===== src/rtl/cache_fill_fsm_if.sv =====
// cache_fill_fsm_if: miss-handler bus between cache, fill FSM and main memory
// Signals:
//   miss_detected, miss_address        cache -> fsm   miss request and byte address
//   memory_data, memory_data_valid     memory -> fsm  in-order read returns
//   memory_address, memory_read_en     fsm -> memory  pipelined read requests
//   fill_data, write_data_array,       fsm -> cache   data-array write port
//   word_num
//   write_tag_array                    fsm -> cache   tag/valid write strobe
//   fsm_busy, fill_done                fsm -> cache   stall and completion pulse
// Modports: master = the fill FSM, slave = the cache/memory side.
interface cache_fill_fsm_if #(
    parameter int ADDR_W    = 16,
    parameter int DATA_W    = 16,
    parameter int BLK_WORDS = 8
);
    localparam int WN_W = $clog2(BLK_WORDS);
    logic              miss_detected;
    logic [ADDR_W-1:0] miss_address;
    logic [DATA_W-1:0] memory_data;
    logic              memory_data_valid;
    logic [ADDR_W-1:0] memory_address;
    logic              memory_read_en;
    logic [DATA_W-1:0] fill_data;
    logic              write_data_array;
    logic [WN_W-1:0]   word_num;
    logic              write_tag_array;
    logic              fsm_busy;
    logic              fill_done;
    modport master (
        input  miss_detected, miss_address, memory_data, memory_data_valid,
        output memory_address, memory_read_en, fill_data, write_data_array,
               word_num, write_tag_array, fsm_busy, fill_done
    );
    modport slave (
        output miss_detected, miss_address, memory_data, memory_data_valid,
        input  memory_address, memory_read_en, fill_data, write_data_array,
               word_num, write_tag_array, fsm_busy, fill_done
    );
endinterface


===== src/rtl/cache_fill_fsm.sv =====
// cache_fill_fsm: turns a cache miss into a pipelined block fill from main memory
// Ports:
//   clk    clock, rising edge
//   rst_n  asynchronous active-low reset
//   bus    cache_fill_fsm_if.master (miss in, memory read port, cache write port, status)
// Requests issue one per cycle while returns are written as they arrive; the two
// counters advance independently and saturate at BLK_WORDS. The tag is written
// together with the last returned word.
module cache_fill_fsm #(
    parameter int ADDR_W    = 16,
    parameter int DATA_W    = 16,
    parameter int BLK_WORDS = 8
) (
    input logic            clk,
    input logic            rst_n,
    cache_fill_fsm_if.master bus
);
    localparam int WN_W    = $clog2(BLK_WORDS);
    localparam int CW      = WN_W + 1;
    localparam int BYTE_SH = $clog2(DATA_W / 8);
    localparam int OFF_W   = WN_W + BYTE_SH;
    localparam logic [ADDR_W-1:0] OFF_MASK = (ADDR_W'(1) << OFF_W) - ADDR_W'(1);

    typedef enum logic {IDLE, FILL} state_t;

    state_t            state;
    logic [CW-1:0]     req_cnt;
    logic [CW-1:0]     rsp_cnt;
    logic [ADDR_W-1:0] base;
    logic              busy;
    logic              done;
    logic              req;
    logic              wr;
    logic              last;

    // Top counter bit set means all BLK_WORDS have been requested/returned.
    always_comb begin
        req  = (state == FILL) && !req_cnt[WN_W];
        wr   = (state == FILL) && bus.memory_data_valid && !rsp_cnt[WN_W];
        last = wr && (rsp_cnt[WN_W-1:0] == '1);
    end

    assign bus.memory_read_en   = req;
    assign bus.memory_address   = req ? base + (ADDR_W'(req_cnt[WN_W-1:0]) << BYTE_SH) : '0;
    assign bus.write_data_array = wr;
    assign bus.word_num         = wr ? rsp_cnt[WN_W-1:0] : '0;
    assign bus.fill_data        = wr ? bus.memory_data : '0;
    assign bus.write_tag_array  = last;
    assign bus.fsm_busy         = busy;
    assign bus.fill_done        = done;

    always_ff @(posedge clk or negedge rst_n) begin
        if (!rst_n) begin
            state   <= IDLE;
            req_cnt <= '0;
            rsp_cnt <= '0;
            base    <= '0;
            busy    <= 1'b0;
            done    <= 1'b0;
        end else begin
            done <= last;
            if (state == IDLE) begin
                if (bus.miss_detected) begin
                    base    <= bus.miss_address & ~OFF_MASK;
                    req_cnt <= '0;
                    rsp_cnt <= '0;
                    state   <= FILL;
                    busy    <= 1'b1;
                end
            end else begin
                req_cnt <= req_cnt + CW'(req);
                rsp_cnt <= rsp_cnt + CW'(wr);
                if (last) begin
                    state <= IDLE;
                    busy  <= 1'b0;
                end
            end
        end
    end
endmodule


===== src/flat_wrapper.sv =====
// flat-port wrapper written by rule: the top's interface ports become plain ports
module cache_fill_fsm_flat 
#(
    parameter int ADDR_W    = 16,
    parameter int DATA_W    = 16,
    parameter int BLK_WORDS = 8
)
  (clk, rst_n, bus_miss_detected, bus_miss_address, bus_memory_data, bus_memory_data_valid, bus_memory_address, bus_memory_read_en, bus_fill_data, bus_write_data_array, bus_word_num, bus_write_tag_array, bus_fsm_busy, bus_fill_done);
  cache_fill_fsm_if #(.ADDR_W(ADDR_W), .DATA_W(DATA_W), .BLK_WORDS(BLK_WORDS)) bus_i ();
  input logic clk;
  input logic rst_n;
  input wire logic [$bits(bus_i.miss_detected)-1:0] bus_miss_detected;
  input wire logic [$bits(bus_i.miss_address)-1:0] bus_miss_address;
  input wire logic [$bits(bus_i.memory_data)-1:0] bus_memory_data;
  input wire logic [$bits(bus_i.memory_data_valid)-1:0] bus_memory_data_valid;
  output wire logic [$bits(bus_i.memory_address)-1:0] bus_memory_address;
  output wire logic [$bits(bus_i.memory_read_en)-1:0] bus_memory_read_en;
  output wire logic [$bits(bus_i.fill_data)-1:0] bus_fill_data;
  output wire logic [$bits(bus_i.write_data_array)-1:0] bus_write_data_array;
  output wire logic [$bits(bus_i.word_num)-1:0] bus_word_num;
  output wire logic [$bits(bus_i.write_tag_array)-1:0] bus_write_tag_array;
  output wire logic [$bits(bus_i.fsm_busy)-1:0] bus_fsm_busy;
  output wire logic [$bits(bus_i.fill_done)-1:0] bus_fill_done;
  assign bus_i.miss_detected = bus_miss_detected;
  assign bus_i.miss_address = bus_miss_address;
  assign bus_i.memory_data = bus_memory_data;
  assign bus_i.memory_data_valid = bus_memory_data_valid;
  assign bus_memory_address = bus_i.memory_address;
  assign bus_memory_read_en = bus_i.memory_read_en;
  assign bus_fill_data = bus_i.fill_data;
  assign bus_write_data_array = bus_i.write_data_array;
  assign bus_word_num = bus_i.word_num;
  assign bus_write_tag_array = bus_i.write_tag_array;
  assign bus_fsm_busy = bus_i.fsm_busy;
  assign bus_fill_done = bus_i.fill_done;
  cache_fill_fsm #(.ADDR_W(ADDR_W), .DATA_W(DATA_W), .BLK_WORDS(BLK_WORDS)) u_core (.clk(clk), .rst_n(rst_n), .bus(bus_i));
endmodule

===== config.mk =====
export PLATFORM = sky130hd
export DESIGN_NAME = cache_fill_fsm_flat
export DESIGN_NICKNAME = d
export VERILOG_FILES = /design/src/rtl/cache_fill_fsm_if.sv /design/src/rtl/cache_fill_fsm.sv /design/src/flat_wrapper.sv
export SDC_FILE = /design/constraint.sdc
export NUM_CORES = 1
export LEC_CHECK = 0
export BUFFER_PORTS_ARGS = -buffer_cell sky130_fd_sc_hd__buf_2
export CAP_MARGIN = 20
export CORE_MARGIN = 10
export CORE_UTILIZATION = 45
export CTS_CLUSTER_SIZE = 10
export DETAILED_ROUTE_END_ITERATION = 8
export PLACE_DENSITY_LB_ADDON = 0.08
export SLEW_MARGIN = 10
export SYNTH_ARGS = -nofsm -noshare
export SYNTH_HDL_FRONTEND = slang
export SYNTH_SLANG_ARGS = --single-unit

===== constraint.sdc =====
create_clock -name clk -period 4.7 [get_ports clk]
set_input_delay 0.47 -clock clk [delete_from_list [all_inputs] [get_ports clk]]
set_output_delay 0.47 -clock clk [all_outputs]
set_load 0.1 [all_outputs]

==> Word-level counts from Yosys, hierarchy flattened <==
Cells that the tools add are included.
{ "word_totals": {"in_bits": 36, "word_cells": 33, "ff_bits": 23} }
{ "classes": {"n_reduce_logical": 9, "eq_ne": 2, "n_addsub": 3, "n_bitwise": 1, "muxes": 12} }
{ "op_table": {"columns": ["operator", "count"], "rows": [
  ["$mux W16", 2],
  ["$add A16 B4 Y16", 1],
  ["$mux W4", 3],
  ["$add A4 B1 Y4", 2],
  ["$mux W1", 6],
  ["$logic_and A1 B1 Y1", 4],
  ["$reduce_and A2 Y1", 2],
  ["$eq A3 B3 Y1 const B", 1],
  ["$mux W3", 1],
  ["$logic_not A1 Y1", 2],
  ["$ne A2 B2 Y1 const B", 1],
  ["$reduce_bool A2 Y1", 1],
  ["$not A1 Y1", 1]
]} }

==> Depth between registers and ports, before layout <==
{ "logic_depth": {"word_depth": 5, "mapped_depth": 7, "mapped_depth_nobuf": 6} }

==> Worst setup path before layout <==
OpenSTA, ideal clock, no wires.
{ "synth_timing": {"path_type": "input-to-reg", "start": "input bus_memory_data_valid", "end": "register u_core.rsp_cnt[2]", "n_path_buf": 1, "path_stages": 7, "t_arrival_ns": 3.171, "setup_time_ns": 0.083, "setup_slack_ns": 1.447, "path_cell_list": "and3b_1 > clkbuf_1 > ha_1 > ha_1 > xor2_1 > nand2_1 > o21ai_0"} }
{ "synth_between": {"elab_chain_len": 4} }
{ "synth_rtl": {"columns": ["element", "line", "text"], "rows": [
  ["from (decl)", "flat_wrapper.sv:15", "input wire logic [$bits(bus_i.memory_data_valid)-1:0] bus_memory_data_valid;"],
  ["$logic_and A1 B1 Y1 (2 in a row)", "cache_fill_fsm.sv:39", "wr = (state == FILL) && bus.memory_data_valid && !rsp_cnt[WN_W];"],
  ["via bus_write_data_array", "flat_wrapper.sv:19", "output wire logic [$bits(bus_i.write_data_array)-1:0] bus_write_data_array;"],
  ["$add A4 B1 Y4", "cache_fill_fsm.sv:72", "rsp_cnt <= rsp_cnt + CW'(wr);"],
  ["$mux W4", "cache_fill_fsm.sv:62", "if (state == IDLE) begin"],
  ["to (signal assigned)", "cache_fill_fsm.sv:72", null],
  ["to (decl)", "cache_fill_fsm.sv:28", "logic [CW-1:0] rsp_cnt;"]
]} }
The timed path passes the listed nets, and every way through them passes these cells.
A chain may end at the register's enable or synchronous reset.

==> Worst setup path in the final report <==
{ "layout_timing": {"start": "register u_core.state", "end": "output bus_write_tag_array"} }
{ "layout_between": {"elab_chain_len": 3} }
{ "layout_rtl": {"columns": ["element", "line", "text"], "rows": [
  ["from (decl)", "cache_fill_fsm.sv:26", "state_t state;"],
  ["from (signal assigned)", "cache_fill_fsm.sv:54", "state <= IDLE;"],
  ["from (signal assigned)", "cache_fill_fsm.sv:67", "state <= FILL;"],
  ["from (signal assigned)", "cache_fill_fsm.sv:74", "state <= IDLE;"],
  ["$logic_and A1 B1 Y1 (2 in a row)", "cache_fill_fsm.sv:39", null],
  ["$logic_and A1 B1 Y1", "cache_fill_fsm.sv:40", "last = wr && (rsp_cnt[WN_W-1:0] == '1);"],
  ["to (decl)", "flat_wrapper.sv:21", "output wire logic [$bits(bus_i.write_tag_array)-1:0] bus_write_tag_array;"]
]} }
No other way between the ends.

==> flow_metrics.tcl <==
set metrics [dict create \
    status "completed" \
    yosysWarnings 0 \
    r2r-start "u_core.state" \
    synth.distinct_cells 26 \
    synth_edf_count 0 \
    finalSetupTns_ns 0 \
    critPathKind "reg -> out" \
    cts_tree "yes" \
    htree_levels 1 \
    final_nets 220 \
    rows 18 \
    clock-sinks 23 \
    drtIter0Drc 24 \
    clk_latency_ns 0.29 \
    ys.flop_type "dfrtp_1" \
    root_buffer "clkbuf_4" \
    async_reset_ff_frac 1.00 \
    met3WireLength_um 377 \
    ant_nets 0 \
    grt_pass1_vias 1072 \
    maxSlewHeadroom 0.601 \
    drive_above_1_share 0.480 \
    cp_max_fo 21 \
    numCtsBuffers 3 \
    grt_use_total 0.117 \
    dieArea_um2 5120 \
    finalSetupViolations 0 \
    die_h_um 71.5 \
    hold_class "in -> async" \
    path_clk_slew_ns 0.12 \
    cp_slowest_cell "dfrtp_1" \
    ctsHoldBuffers 0 \
    io_buffers 70 \
    clock_path_buffers 2 \
    arrival_ns 2.31 \
    cpPeakStageDelay_ns 0.65 \
    cts_setup_buffers 0 \
    grt_first_pass_wirelength_um 4930 \
    wl_met1_um 1140 \
    place_congestion 0.723 \
    start_kind "register" \
    dr.pass1.iters 3 \
    wl_per_cell_um 14.2 \
    grt_setup_unrepaired "false" \
    netlist_area_um2 1190 \
    cts_resized 0 \
    met2RoutedLength_um 1430 \
    antenna_found_initial 0 \
    r2r_slack_ns 2.64 \
    viasPerCell 4.71 \
    whs_ns 0.118 \
    syn_nets 151 \
    io_pins 76 \
    endpoint_kind "output pin" \
    grt_max_degree 24 \
    area_delta_synth_final_pct 31.9 \
    fin_crit_ns 2.78 \
    r2r_cells 6 \
    top_layer "met4" \
    synth_seq_cells 23 \
    fin_crit_sh 0.590 \
    tightest_slew_ns 0.596 \
    core_um2 2500 \
    max_freq_mhz 360 \
    maxSlewViolCount 0 \
    path_cells "and3b_1 -> and4_1 -> buf_2" \
    grt_overflow_total 0 \
    critPathRequiredTime_ns 4.23 \
    finalHoldViolCount 0 \
    vias 984 \
    cap_violations 0 \
    netlist_instances 111 \
    fill_cells 220 \
    antenna_cells 0 \
    die-width_um 71.5 \
    syn_area_per_cell_um2 10.8 \
    dp_hpwl_um 2480 \
    initial_core_util 0.478 \
    routed_wl_um 2970 \
    drc 0 \
    fin_skew_ns 0.000908 \
    yosysSeqAreaShare 0.482 \
    r2r-end "u_core.rsp_cnt[2]" \
]
-- flip-flops by register name (all words and copies together), names as in the netlist --
name                  flops
u_core.rsp_cnt            4
u_core.base              12
u_core.state              1
u_core.bus.fsm_busy       1
u_core.req_cnt            4
u_core.bus.fill_done      1
-- synth_stat cells, drive strengths merged (2+ instances only) --
| cell type | instances | share of area |
|---|---|---|
| clkbuf | 2 | 0.0063 |
| nor2b | 2 | 0.013 |
| nand3 | 4 | 0.017 |
| and2 | 32 | 0.17 |
| dfrtp | 23 | 0.48 |
| mux2 | 12 | 0.11 |
| a22o | 2 | 0.015 |
| o21ai | 5 | 0.021 |
| buf | 4 | 0.021 |
| nor2 | 2 | 0.0063 |
| nand2b | 3 | 0.016 |
| nand2 | 5 | 0.016 |
| ha | 4 | 0.042 |
-- metrics by stage --
stage                     instance area (um2)  setup WS (ns)  utilization  instances
after floorplan                          1190           1.45            -        111
after CTS                                1580           1.90        0.631        209
after detailed placement                 1550           2.25        0.620        205
final                                    1580           1.92        0.631        209
after global routing                     1580           1.73        0.631        209
after global placement                   1550           2.34        0.620        205
-- worst max path at each step --
stage                                from                   to  depth (start not counted)
global route                 u_core.state  bus_write_tag_array                          3
finish                       u_core.state  bus_write_tag_array                          3
CTS                          u_core.state  bus_write_tag_array                          3
floorplan           bus_memory_data_valid    u_core.rsp_cnt[2]                          7
detailed placement           u_core.state  bus_write_tag_array                          3
global placement             u_core.state  bus_write_tag_array                          3
-- cells by family after synthesis --
family | count (synthesis) | share of synthesized area
and+or+nand+nor | 53 | 0.267
DFF | 23 | 0.482
muxes | 12 | 0.113
AOI/OAI and AO/OA | 9 | 0.0482
buffers and inverters | 7 | 0.0304
adders and majority gates | 4 | 0.0419
xor gates and xnor gates | 2 | 0.0147
other | 1 | 0.00314
-- cell type report --
| type | count | area, um2 | area share |
|---|---|---|---|
| Clock buffer | 4 | 26.3 | 0.0167 |
| Tap cell | 30 | 37.5 | 0.0238 |
| Timing Repair Buffer | 70 | 350 | 0.222 |
| Inverter | 1 | 3.75 | 0.00238 |
| Multi-Input combinational cell | 81 | 583 | 0.370 |
| Sequential cell | 23 | 576 | 0.365 |
-- critical path, delay by kind of cell (launching register included) --
| family | cells | cell delay [ns] |
|---|---|---|
| buffers and inverters | 1 | 0.45 |
| AND/OR/NAND/NOR | 2 | 0.90 |
| flip-flops | 1 | 0.65 |
-- cells in the final DEF (no fill, tap or decap), drive strengths merged --
| cell | Yosys | layout |
|---|---|---|
| and2b | 1 | 1 |
| and4 | 1 | 1 |
| xnor2 | 1 | 1 |
| ha | 4 | 4 |
| a21o | 1 | 1 |
| a22o | 2 | 2 |
| xor2 | 1 | 1 |
| nand2 | 5 | 5 |
| mux2 | 12 | 12 |
| nand3 | 4 | 4 |
| inv | 1 | 1 |
| nor3b | 1 | 1 |
| dfrtp | 23 | 23 |
| nor2 | 2 | 2 |
| conb | 1 | 1 |
| nor2b | 2 | 2 |
| clkbuf | 2 | 4 |
| nand4 | 1 | 1 |
| o21ai | 5 | 5 |
| and3b | 1 | 1 |
| and2 | 32 | 32 |
| buf | 4 | 70 |
| o21bai | 1 | 1 |
| nand2b | 3 | 3 |
-- routing by layer --
metal  GRT usage  up-vias
met1       0.117      438
met4      0.0430        0
li1            -      498
met2       0.203       44
met5           0        -
met3      0.0565        4
Power is not shown: default switching activity piles up to over one toggle a cycle in this logic, so the estimate is an artifact.
